`src/rtl/optical_frame_tx.sv`:
```
// optical_frame_tx: framed serializer driving the optical LED.
// Frame = alternating preamble, start, data LSB-first, optional even parity, stop.
// bit_clk is only edge-detected on the system clock; every bit starts on a tick.
module optical_frame_tx #(
  parameter int   DATA_W        = 8,
  parameter int   PREAMBLE_BITS = 8,
  parameter int   PARITY_EN     = 1,
  parameter logic IDLE_LEVEL    = 1'b0
) (
  input  logic              clock,
  input  logic              reset,
  input  logic              bit_clk,
  input  logic [DATA_W-1:0] data_in,
  input  logic              data_valid,
  output logic              data_ready,
  output logic              led_out,
  output logic              busy,
  output logic              frame_done
);

  localparam int MAXB = (PREAMBLE_BITS > DATA_W) ? PREAMBLE_BITS : DATA_W;
  localparam int CW   = $clog2(MAXB + 1);

  typedef enum logic [2:0] {
    S_IDLE, S_ARMED, S_PRE, S_START, S_DATA, S_PAR, S_STOP
  } state_t;

  state_t            state, state_nx;
  logic              bit_clk_d;
  logic              tick;
  logic [CW-1:0]     cnt, cnt_nx;
  logic [DATA_W-1:0] shreg, shreg_nx;
  logic              par_q, par_nx;
  logic              led_nx, fd_nx;

  assign tick       = bit_clk & ~bit_clk_d;
  assign data_ready = (state == S_IDLE);
  assign busy       = (state != S_IDLE);

  // State, datapath and registered outputs; reset aborts any frame in flight
  always_ff @(posedge clock or negedge reset) begin
    if (!reset) begin
      state      <= S_IDLE;
      bit_clk_d  <= 1'b0;
      cnt        <= '0;
      shreg      <= '0;
      par_q      <= 1'b0;
      led_out    <= IDLE_LEVEL;
      frame_done <= 1'b0;
    end else begin
      state      <= state_nx;
      bit_clk_d  <= bit_clk;
      cnt        <= cnt_nx;
      shreg      <= shreg_nx;
      par_q      <= par_nx;
      led_out    <= led_nx;
      frame_done <= fd_nx;
    end
  end

  // Next state / next outputs; outside the accept cycle nothing moves without a tick.
  // Data is shifted right so the next bit to send always sits in shreg[0].
  always_comb begin
    state_nx = state;
    cnt_nx   = cnt;
    shreg_nx = shreg;
    par_nx   = par_q;
    led_nx   = led_out;
    fd_nx    = 1'b0;
    case (state)
      S_IDLE: begin
        // a tick landing on the accept cycle is deliberately dropped
        if (data_valid) begin
          shreg_nx = data_in;
          par_nx   = ^data_in;
          state_nx = S_ARMED;
        end
      end
      S_ARMED: if (tick) begin
        state_nx = S_PRE;
        led_nx   = 1'b1;
        cnt_nx   = CW'(1);
      end
      S_PRE: if (tick) begin
        if (cnt < CW'(PREAMBLE_BITS)) begin
          led_nx = ~led_out;
          cnt_nx = cnt + CW'(1);
        end else begin
          state_nx = S_START;
          led_nx   = ~IDLE_LEVEL;
        end
      end
      S_START: if (tick) begin
        state_nx = S_DATA;
        led_nx   = shreg[0];
        shreg_nx = shreg >> 1;
        cnt_nx   = CW'(1);
      end
      S_DATA: if (tick) begin
        if (cnt < CW'(DATA_W)) begin
          led_nx   = shreg[0];
          shreg_nx = shreg >> 1;
          cnt_nx   = cnt + CW'(1);
        end else if (PARITY_EN != 0) begin
          state_nx = S_PAR;
          led_nx   = par_q;
        end else begin
          state_nx = S_STOP;
          led_nx   = IDLE_LEVEL;
        end
      end
      S_PAR: if (tick) begin
        state_nx = S_STOP;
        led_nx   = IDLE_LEVEL;
      end
      S_STOP: if (tick) begin
        state_nx = S_IDLE;
        led_nx   = IDLE_LEVEL;
        fd_nx    = 1'b1;
        cnt_nx   = '0;
      end
      default: begin
        state_nx = S_IDLE;
        led_nx   = IDLE_LEVEL;
      end
    endcase
  end

endmodule
```
`config.mk`:
```
export PLATFORM = sky130hd
export DESIGN_NAME = optical_frame_tx
export DESIGN_NICKNAME = d
export VERILOG_FILES = /design/src/rtl/optical_frame_tx.sv
export SDC_FILE = /design/constraint.sdc
export NUM_CORES = 1
export LEC_CHECK = 0
export CAP_MARGIN = 20
export CORE_ASPECT_RATIO = 0.7
export CORE_MARGIN = 1
export CORE_UTILIZATION = 57
export DETAILED_ROUTE_END_ITERATION = 6
export GPL_TIMING_DRIVEN = 1
export PLACE_DENSITY = 0.83
export SLEW_MARGIN = 15
export SYNTH_ARGS = -nofsm -noshare
export SYNTH_HDL_FRONTEND = slang
export SYNTH_SLANG_ARGS = --single-unit
```
`constraint.sdc`:
```
create_clock -name clock -period 2.87 [get_ports clock]
set_clock_uncertainty 0.2 [all_clocks]
set_input_delay 0.574 -clock clock [delete_from_list [all_inputs] [get_ports clock]]
set_output_delay 0.574 -clock clock [all_outputs]
set_load 0.02 [all_outputs]
```
=== Word level (Yosys, flattened, before mapping) ===
Cells that the tools add are included.

* Output and inout port bits: 4
* Bits in registers: 19

* Mux-type cells: 30
* $add $sub $neg: 1
* Equal/unequal tests: 20
* Order comparisons: 1
* Reductions and logical operators: 13
* Bitwise gates (word level): 4

{| class="wikitable"
|+ Operators by type and width
! cell !! number
|-
| $mux W8 || 4
|-
| $mux W3 || 9
|-
| $pmux W8 S3 || 1
|-
| $pmux W3 S7 || 1
|-
| $ne A2 B2 Y1 const B || 10
|-
| $mux W4 || 4
|-
| $pmux W4 S3 || 1
|-
| $reduce_and A5 Y1 || 2
|-
| $eq A3 B3 Y1 const B || 3
|-
| $mux W1 || 9
|-
| $reduce_and A9 Y1 || 1
|-
| $reduce_bool A3 Y1 || 3
|-
| $ne A2 B1 Y1 const B || 4
|-
| $reduce_xor A8 Y1 || 1
|-
| $eq A3 B2 Y1 const B || 2
|-
| $pmux W1 S6 || 1
|-
| $reduce_and A6 Y1 || 1
|-
| $reduce_or A2 Y1 || 3
|-
| $add A4 B1 Y4 const B || 1
|-
| $lt A4 B4 Y1 const B || 1
|-
| $eq A3 B1 Y1 const B || 1
|-
| $logic_not A3 Y1 || 1
|-
| $not A1 Y1 || 3
|-
| $reduce_and A2 Y1 || 1
|-
| $and A1 B1 Y1 || 1
|}

=== Depth between registers and ports, before layout ===
* Depth in word-level cells: 4
* Mapped depth: 6

=== Worst setup path after synthesis ===
Ideal clock, no wire load.

* Path kind: reg-to-output
* Start: reg state[1]
* End: out data_ready
* Arrival: 1134 ps
* Cell stages (with the launch flop): 6
* Path buffers: 2
* Setup slack: 962 ps
* Cell sequence: dfrtp_1 -> buf_4 -> buf_2 -> nor2_1 -> nand2_1 -> inv_1

* Word-level cells in the longest chain between the ends: 1

{| class="wikitable"
|+ RTL lines
! what !! RTL line !! RTL
|-
| from (decl) || 28 || <nowiki>state_t state, state_nx;</nowiki>
|-
| from (signal assigned) || 51 || <nowiki>state <= state_nx;</nowiki>
|-
| $logic_not A3 Y1 || 37 || <nowiki>assign data_ready = (state == S_IDLE);</nowiki>
|-
| to (decl) || 15 || <nowiki>output logic data_ready,</nowiki>
|}

Every way passes these cells.

=== Worst setup path after layout ===
* Start: reg state[2]
* End: out busy

* Word-level cells in the longest chain between the ends: 1

{| class="wikitable"
|+ RTL lines
! what !! RTL line !! RTL
|-
| $reduce_bool A3 Y1 || 38 || <nowiki>assign busy = (state != S_IDLE);</nowiki>
|-
| to (decl) || 17 || <nowiki>output logic busy,</nowiki>
|}

Every way passes these cells.

==> metrics.md <==
| Metric | Value |
|---|---|
| Initial antenna violation count | `0` |
| Die width | `55.5 µm` |
| CP required | `roughly 2.1 ns` |
| Clock sinks | `19` |
| Crit path buf inv count | `2` |
| Synthesized instance count | `116` |
| CTS Buf Count | `3` |
| Most frequent cell after synthesis | `dfrtp_1` |
| Slew margin rel. | `60.4%` |
| Final std cells w/o fill | `153` |
| Yosys cell types | `38` |
| Setup violators final | `0` |
| Antenna-violating nets left | `0` |
| RSZ-0062 raised after global routing | `no` |
| Worst hold path endpoint | `shreg[4]` |
| Metal3 WL | `167 µm` |
| Aggregate global-route resource usage | `around a quarter` |
| Area Overhead vs Synth | `16.6%` |
| Post-synth top flop | `dfrtp_1` |
| CP Max Fanout | `17` |
| CP Cell Sequence | `inv_1 -> nand2_1 -> clkdlybuf4s50_1` |
| Remaining Overflow, GRT | `0` |
| Int Power | `0.758 mW` |
| Final max-slew violation count | `0` |
| Source of the worst hold timing path | `shreg[4]` |
| Sequential element share of the synthesized area | `41.6%` |
| Worst setup SP type | `flip-flop` |
| Status | `completed` |
| TritonCTS clock tree | `built` |
| Via-per-instance ratio | `6.14` |
| Hold-fix buffers, CTS | `0` |
| Least-Margin Pin Slew | `0.592 ns` |
| Routed vias | `939` |
| Met2 routed WL | `1.07 mm` |
| Leading area contributor after synthesis | `dfrtp_1` |
| Switch share | `41.9%` |
| Top Metal Used | `met4` |
| Sequential group share of total power | `35.6%` |
| DR DRC count | `0` |
| Leakage power | `0.533 nW` |
| Pre-antenna DRT Iters | `4` |
| Vias in the first global route | `781` |
| WL met1 | `1.11 mm` |
| Top post-synthesis cells by area | `dfrtp_1 42%, o2bb2ai_1 6.1%, xnor2_1 5.4%` |
| Worst R2R Setup Slack | `between 0.7 and 0.8 ns` |
| Worst reg2reg path depth | `4` |
| Fin crit period | `2.54 ns` |
| Cells after DPL | `roughly 150` |
| Share of cells above drive strength 1 | `11.5%` |
| Yosys Warn Count | `0` |
| Total negative slack | `0 ns` |
| Layout Nets | `~150` |
| Post-synth EDFFs | `0` |
| Die ar. | `0.00219 mm²` |
| Yosys reg bits | `19` |
| DPL Wire Length | `1.79 mm` |
| Largest net degree at the start of global routing | `20` |
| Psw | `0.547 mW` |
| Clock group share of total power | `10.2%` |
| Setup bufs post-CTS | `0` |
| Maximum Capacitance Violations | `0` |
| Post_cts resized | `0` |
| CP Capture Type | `output port` |
| Max VDD drop | `0.650 mV` |
| Mapped cell area | `between 0.001 and 0.0015 mm²` |
| Initial Util | `61.1%` |
| Clock Latency Late Sink | `0.30 ns` |
| Worst Hold Class | `flip-flop to flip-flop` |
| Worst setup margin | `0.333 ns` |
| Worst r2r src | `state[2]` |
| CTS Buffer Depth | `2` |
| Starting DRC count in detailed routing | `40` |
| Post-synth top area share | `between 40% and 50%` |
| Crit path max-delay cell type | `dfrtp_1` |
| Worst stage delay on the critical path | `0.65 ns` |
| Global-route wire length before repair | `3.77 mm` |
| Diode count | `0` |
| Comb power frac | `between 50% and 60%` |
| Crit path kind | `flip-flop to output port` |
| Max Freq | `~0.4 GHz` |
| Mapped Nets | `129` |
| Crit path depth | `3` |
| WHS Path Cells | `1` |
| Pre-CTS setup slack | `0.430 ns` |
| Avg Inst Size Synth | `9.86 µm²` |
| P per Cell Area | `978 mW/mm²` |
| Num rows | `13` |
| Delay-heaviest family, CP | `buffers and inverters` |
| Clock root cell | `clkbuf_4` |
| WL/cell | `~15 µm` |
| CP arrival | `1.76 ns` |
| Synth top cells by count | `19 x dfrtp_1, 8 x a22oi_1, 8 x o2bb2ai_1` |
| Final Hold Fails | `0` |
| Core area | `0.00187 mm²` |
| Die height | `roughly 39 µm` |
| CTS clock-pin slew for the worst setup and hold paths | `roughly 0.090 ns` |
| Worst reg2reg endpoint | `shreg[3]` |
| IO buf count | `15` |
| H-tree Lvls | `1` |
| Routability cong. | `~0.8` |
| Period Utilization, post-route | `88.4%` |
| Ports | `16` |
| Post-synthesis async set-or-reset flop share | `100%` |
| Routed WL | `2.35 mm` |
==> flip-flops by register name (all words and copies together), names as in the netlist <==
register / flops
par_q: 1
led_out: 1
frame_done: 1
shreg: 8
state: 3
cnt: 4
bit_clk_d: 1
==> cell families (layout without fill, tap and decap cells) <==
group	after synthesis	in the layout	share of synthesized area [%]
AOI/OAI and AO/OA	39	39	24.8
and+or+nand+nor	31	31	16.8
DFF	19	19	41.6
buffers and inverters	14	29	5.80
xor gates and xnor gates	7	7	5.36
muxes	4	4	3.61
adders and majority gates	2	2	1.97
==> stage by stage <==
step	total power, mW	util [%]	hold WS [ns]	area [µm²]
finish	1.30	71.3	0.305	1330
global placement	1.13	69.9	0.277	1310
global route	1.40	71.3	0.336	1330
CTS	1.30	71.3	0.306	1330
floorplan	0.990	-	0.0784	1140
detailed placement	1.17	69.9	0.282	1310
==> how the worst max path moves through the flow <==
stage               slack [ns]        from    endpoint
global placement          0.53  data_valid    shreg[2]
finish                    0.33    state[2]        busy
CTS                       0.31    state[2]        busy
detailed placement        0.43  data_valid    shreg[3]
global route              0.20    state[2]        busy
floorplan                 0.96    state[1]  data_ready
==> layer usage <==
layer  GRT usage (%)  up-vias
met3            6.93        2
met4            5.00        0
li1                -      456
met5               0        -
met1            34.2      447
met2            35.8       34
==> cell type report <==
cell class | instances | area, µm²
sequential | 19 | 475
timing repair buffer | 19 | 180
inverter | 6 | 22.5
tap | 22 | 27.5
multi-input combinational | 83 | 602
clock buffer | 4 | 26.3
fill | 150 | 537
==> power by group through the flow <==
stage | Combinational [mW] | Clock [mW] | Sequential, mW
finish | 0.708 | 0.133 | 0.464
global route | 0.766 | 0.151 | 0.479
CTS | 0.704 | 0.138 | 0.463
detailed placement | 0.703 | 0 | 0.468
global placement | 0.666 | 0 | 0.462
floorplan | 0.552 | 0 | 0.438
==> layout by cell type (no fill, tap or decap), drive strengths merged, types with 6 or more instances in the layout <==
| master | count |
|---|---|
| o21ai | 7 |
| a21oi | 8 |
| o2bb2ai | 8 |
| a22oi | 8 |
| dfrtp | 19 |
| xnor2 | 7 |
| inv | 6 |
| clkdlybuf4s50 | 15 |
Power figures use the tool's default switching activity.
